**src/rtl/f1_reaction_timer.sv**
```systemverilog
// f1_reaction_timer: decodes the F1 start-light thermometer bus and times the driver's reaction from lights-out.
// Define F1_BEST_TIME_EN to add the best_time output (running minimum of react_time).
module f1_reaction_timer #(
    parameter int CNT_W   = 16,
    parameter int TIMEOUT = 1000
) (
    input  logic             clk,
    input  logic             rst,
    input  logic             tick,
    input  logic [7:0]       lights,
    input  logic             btn,
    output logic [CNT_W-1:0] react_time,
    output logic             time_valid,
    output logic             jump_start,
    output logic             fault,
    output logic             timeout,
`ifdef F1_BEST_TIME_EN
    output logic [CNT_W-1:0] best_time,
`endif
    output logic             busy
);
    typedef enum logic [2:0] {
        S_IDLE, S_ARMING, S_ALL_ON, S_TIMING, S_DONE, S_JUMP, S_FAULT, S_TOUT
    } state_t;

    localparam logic [CNT_W-1:0] LIM = CNT_W'(TIMEOUT);

    state_t           r_state, w_state;
    logic [7:0]       r_exp, w_exp;
    logic [CNT_W-1:0] r_cnt, w_cnt, r_react, w_react, w_cnt_inc;
    logic             r_btn_q, r_valid, w_valid, r_jump, w_jump, r_fault, w_fault, r_to, w_to;
    logic             w_press;
    logic [7:0]       w_thermo_next;

    assign w_press       = btn & ~r_btn_q;
    assign w_thermo_next = {r_exp[6:0], 1'b1};
    assign w_cnt_inc     = (tick && r_cnt != '1) ? r_cnt + CNT_W'(1) : r_cnt;

    always_comb begin
        w_state = r_state;
        w_exp   = r_exp;
        w_cnt   = r_cnt;
        w_react = r_react;
        w_valid = 1'b0;
        w_jump  = r_jump;
        w_fault = r_fault;
        w_to    = r_to;
        case (r_state)
            S_IDLE: if (lights == 8'h01) begin
                w_state = S_ARMING;
                w_exp   = 8'h01;
            end
            S_ARMING: if (w_press) begin
                w_state = S_JUMP;
                w_jump  = 1'b1;
            end else if (lights == w_thermo_next) begin
                w_exp   = lights;
                w_state = (lights == 8'hFF) ? S_ALL_ON : S_ARMING;
            end else if (lights != r_exp) begin
                w_state = S_FAULT;
                w_fault = 1'b1;
            end
            S_ALL_ON: if (w_press) begin
                w_state = S_JUMP;
                w_jump  = 1'b1;
            end else if (lights == 8'h00) begin
                w_state = S_TIMING;
                w_cnt   = '0;
            end else if (lights != 8'hFF) begin
                w_state = S_FAULT;
                w_fault = 1'b1;
            end
            // A press always wins over a simultaneous fault or timeout
            S_TIMING: begin
                w_cnt = w_cnt_inc;
                if (w_press) begin
                    w_state = S_DONE;
                    w_react = w_cnt_inc;
                    w_valid = 1'b1;
                end else if (lights != 8'h00) begin
                    w_state = S_FAULT;
                    w_fault = 1'b1;
                end else if (w_cnt_inc >= LIM) begin
                    w_state = S_TOUT;
                    w_to    = 1'b1;
                end
            end
            default: if (lights == 8'h01) begin
                w_state = S_ARMING;
                w_exp   = 8'h01;
                w_jump  = 1'b0;
                w_fault = 1'b0;
                w_to    = 1'b0;
            end
        endcase
    end

    always_ff @(posedge clk) begin
        if (rst) begin
            r_state <= S_IDLE;
            r_exp   <= '0;
            r_cnt   <= '0;
            r_react <= '0;
            r_valid <= 1'b0;
            r_jump  <= 1'b0;
            r_fault <= 1'b0;
            r_to    <= 1'b0;
            r_btn_q <= 1'b0;
        end else begin
            r_state <= w_state;
            r_exp   <= w_exp;
            r_cnt   <= w_cnt;
            r_react <= w_react;
            r_valid <= w_valid;
            r_jump  <= w_jump;
            r_fault <= w_fault;
            r_to    <= w_to;
            r_btn_q <= btn;
        end
    end

`ifdef F1_BEST_TIME_EN
    logic [CNT_W-1:0] r_best;
    always_ff @(posedge clk)
        r_best <= rst ? '1 : (w_valid && w_react < r_best) ? w_react : r_best;
    assign best_time = r_best;
`endif

    assign react_time = r_react;
    assign time_valid = r_valid;
    assign jump_start = r_jump;
    assign fault      = r_fault;
    assign timeout    = r_to;
    assign busy       = (r_state == S_ARMING) || (r_state == S_ALL_ON) || (r_state == S_TIMING);
endmodule
```
**config.mk**
```make
export PLATFORM = sky130hd
export DESIGN_NAME = f1_reaction_timer
export DESIGN_NICKNAME = d
export VERILOG_FILES = /design/src/rtl/f1_reaction_timer.sv
export SDC_FILE = /design/constraint.sdc
export NUM_CORES = 1
export LEC_CHECK = 0
export CAP_MARGIN = 5
export CORE_MARGIN = 1
export CORE_UTILIZATION = 39
export CTS_BUF_LIST = sky130_fd_sc_hd__clkbuf_4
export DETAILED_ROUTE_END_ITERATION = 10
export GPL_ROUTABILITY_DRIVEN = 0
export PLACE_DENSITY = 0.7
export SLEW_MARGIN = 20
export SYNTH_ARGS = -nofsm -noshare
export SYNTH_HDL_FRONTEND = slang
export SYNTH_SLANG_ARGS = --single-unit
export TNS_END_PERCENT = 30
```
**constraint.sdc**
```tcl
create_clock -name clk -period 2.55 [get_ports clk]
set_input_delay 0.3825 -clock clk [delete_from_list [all_inputs] [get_ports clk]]
set_output_delay 0.3825 -clock clk [all_outputs]
set_load 0.02 [all_outputs]
```
==> flow_metrics.py <==
metrics = {
    "synthesis": {
        "ys_seq_area_share_pct": 34.0,
        "ys_ff_latch": 48,
        "ys_types": 53,
        "netlist.area_leader.share_pct": 34.0,
        "ys_top_cells_by_area": "dfxtp_1, xnor2_1, nor2_1",
        "synth_edf_count": 0,
        "yosys.area.top_type": "dfxtp_1",
        "synth.cell_area_um2": 2830,
        "postSynthCellCount": 360,
        "yosys_warnings": 0,
        "synth-main-ff-cell": "dfxtp_1",
        "synthArstFlopShare_pct": 0,
        "syn_nets": 373,
        "syn_avg_cell_area_um2": 7.85,
    },
    "detailed_routing": {
        "wl_per_cell_um": 13.3,
        "vias": 2688,
        "first_pass_iters": 4,
        "drt-total-wl_mm": 6.66,
        "route.detailed.drc": 0,
        "initialDrtViolationCount": 203,
        "ant_nets": 0,
        "via_per_inst": 5.39,
    },
    "power_and_ir_drop": {
        "p_seq_share_pct": 57.8,
        "power_leakage_nw": 1.18,
        "p_int_w": 0.000957,
        "swShare_pct": 27.9,
        "ir_drop_uv": 180,
        "pwr-share-comb_pct": 14.6,
        "p_sw_w": 0.000369,
        "pwr-share-clk_pct": 27.5,
        "powerDensity_nw_per_um2": 385,
    },
    "grt": {
        "grt_overflow": 0,
        "grt_pass1_vias": 2425,
        "grt_pass1_wl_mm": 11.1,
        "grt_max_degree": 34,
        "grt.total_usage_pct": 18.5,
        "antenna_found_initial": 0,
    },
    "sta": {
        "fmax_mhz": 418,
        "skew_ps": 16.3,
        "fin_crit_sh_pct": 93.9,
        "setup_viol": 0,
        "maxSlewViolCount": 0,
        "min_period_ps": 2390,
        "rsz0062_at_grt": "no",
        "hold_viol_final": 0,
        "slew_headroom_pct": 64.4,
        "worst_pin_slew_ps": 533,
        "setup_slack_ps": 155,
    },
    "setup_path": {
        "reg2reg_slack_ps": 160,
        "endpoint_kind": "flip-flop",
        "startpoint_type": "flip-flop",
        "path_class": "flip-flop to flip-flop",
        "rr_worst_depth": 9,
        "crit_chain": "ha_2, nand4_1, buf_4, nor2_1, a41oi_1, a211oi_2, o211ai_2, o21ai_2, mux2_1",
        "cp.required_ps": 2820,
        "crit_fanout": 7,
        "reg2reg_to": "r_state[2]",
        "timing.rr.start": "r_cnt[1]",
        "critPathMaxStageDelay_ps": 440,
        "critPathSlowestCell": "dfxtp_1",
        "cp.arrival_ps": 2670,
    },
    "flow_run": {
        "cap_viol_max_count": 0,
    },
    "worst_hold_path": {
        "whs_endpoint": "react_time[8]",
        "min_path_type": "flip-flop to flip-flop",
        "hp-start": "react_time[8]",
        "whs_path_depth": 2,
    },
    "cells_and_area": {
        "diodes": 0,
        "num-fill-cells": 700,
        "nets": 415,
        "syn2layout_area_growth_pct": 21.9,
        "drive_gt1_share_pct": 12.9,
        "final_cells": 499,
    },
    "clock_tree": {
        "postCtsHoldBufs": 0,
        "cts_tree": "done",
        "clkLatencyLatePin_ps": 380,
        "cts_made_buffers": 5,
        "cts.clk_slew.worst_paths_ps": 160,
        "cts_root_buf": "clkbuf_4",
        "htreeDepth": 2,
        "cts_sinks": 48,
        "cts_buffer_depth": 2,
    },
    "floorplan": {
        "io_pins": 33,
        "start_util_pct": 40.9,
        "rows": 30,
        "die_h_um": 87.1,
        "dieArea_um2": 7590,
        "die_w_um": 87.1,
        "core_area_um2": 6910,
    },
    "outcome": {
        "outcome": "finished clean",
    },
    "placed_design": {
        "placed_cells": 491,
        "pre_cts_ws_ps": -130,
        "portBuffers": 32,
        "hpwl_mm": 4.89,
    },
}
==> worst max-delay path, delay by kind of cell, from the launching register on <==
kind	cells	cell delay (ps)
DFF	1	440
and+or+nand+nor	2	300
AOI/OAI and AO/OA	4	720
adders and majority gates	1	280
buffers and inverters	1	200
muxes	1	330
==> Yosys cell counts, types with 5 or more instances <==
master    count
nor2_1       53
dfxtp_1      48
nand2_1      34
a21oi_1      28
xnor2_1      23
clkbuf_1     15
nand3_1      15
o21ai_0      12
a211oi_1     11
nor3_1       10
nand4_1       9
nor2b_1       7
a22oi_1       6
a31oi_1       6
and4_1        6
buf_2         6
and2_1        5
and3_1        5
buf_4         5
==> state kept, by name, summed over array words and instances, names as in the netlist <==
register    flops
r_state         3
timeout         1
react_time     16
r_exp           8
r_cnt          16
time_valid      1
r_btn_q         1
jump_start      1
fault           1
==> what timing repair did <==
item,4_1_cts,5_1_grt
buffers inserted,0,0
resized for setup,0,2
endpoints found under the setup margin,0,2
==> metrics by stage <==
stage / TNS [ps] / hold WS, ps / area (um^2) / utilization, % / total power (W)
2_1_floorplan: 0 / 444 / 2830 / - / 0.000894
3_3_place_gp: -28.8 / 450 / 3380 / 48.9 / 0.000976
3_5_place_dp: -188 / 449 / 3380 / 48.9 / 0.000976
4_1_cts: 0 / 477 / 3430 / 49.7 / 0.00134
5_1_grt: 0 / 505 / 3440 / 49.9 / 0.00138
6_report: 0 / 476 / 3440 / 49.9 / 0.00133
==> cell type report <==
| class | count | area (um^2) | share of cell area [%] |
|---|---|---|---|
| sequential | 48 | 961 | 27.9 |
| timing repair buffer | 62 | 558 | 16.2 |
| tap | 96 | 120 | 3.49 |
| clock inverter | 3 | 18.8 | 0.545 |
| clock buffer | 5 | 37.5 | 1.09 |
| inverter | 2 | 7.51 | 0.218 |
| multi-input combinational | 283 | 1740 | 50.6 |
==> power groups by stage <==
stage | sequential, W | clock (W) | combinational [W]
2_1_floorplan | 0.000784 | 0 | 0.000109
3_3_place_gp | 0.000783 | 0 | 0.000192
3_5_place_dp | 0.000783 | 0 | 0.000193
4_1_cts | 0.000767 | 0.000381 | 0.000194
5_1_grt | 0.000769 | 0.000405 | 0.000211
6_report | 0.000767 | 0.000365 | 0.000194
==> worst max-delay path by stage <==
stage	from	end	slack, ps	depth (start not counted)
detailed placement	tick	r_state[2]	-130	8
CTS	r_cnt[1]	r_state[2]	130	9
finish	r_cnt[1]	r_state[2]	160	9
global route	r_cnt[1]	r_state[2]	20	9
floorplan	r_cnt[0]	r_state[2]	260	8
global placement	tick	r_state[2]	-30	8
==> cells in the final DEF, fill, tap and decap left out, types with 3 or more instances in the layout <==
master           count
and2_1               5
o211ai_1             3
xnor2_1             23
o21a_1               4
a21oi_1             28
nor2b_1              7
nand4_1              9
o21ai_0             12
and4_1               6
a211oi_1            11
or3_1                3
a31oi_1              6
a22oi_1              6
nand2_1             34
and3_1               5
buf_4               29
or2_2                3
clkdlybuf4s50_1     32
clkbuf_4             5
xor2_1               4
dfxtp_1             48
nand3_1             15
nor2_1              53
nor3_1              10
==> cell families after synthesis <==
logic type | Yosys count | share of synthesized area [%]
simple gates | 163 | 30.8
xor+xnor | 27 | 8.37
buf+inv | 29 | 4.78
flops | 48 | 34.0
mux | 4 | 1.51
compound gates | 88 | 20.1
fa+ha+maj | 1 | 0.443
==> per-layer routing <==
metal	share of wire [%]	GRT usage, %	routed length, um	vias to the layer above
li1	-	-	-	1376
met1	49	25.2	3240	1240
met2	46	30.1	3070	65
met3	4.0	2.65	266	7
met4	1.2	6.11	82	0
met5	0	0	0	-
No activity file was read; power rests on OpenSTA's default activity.
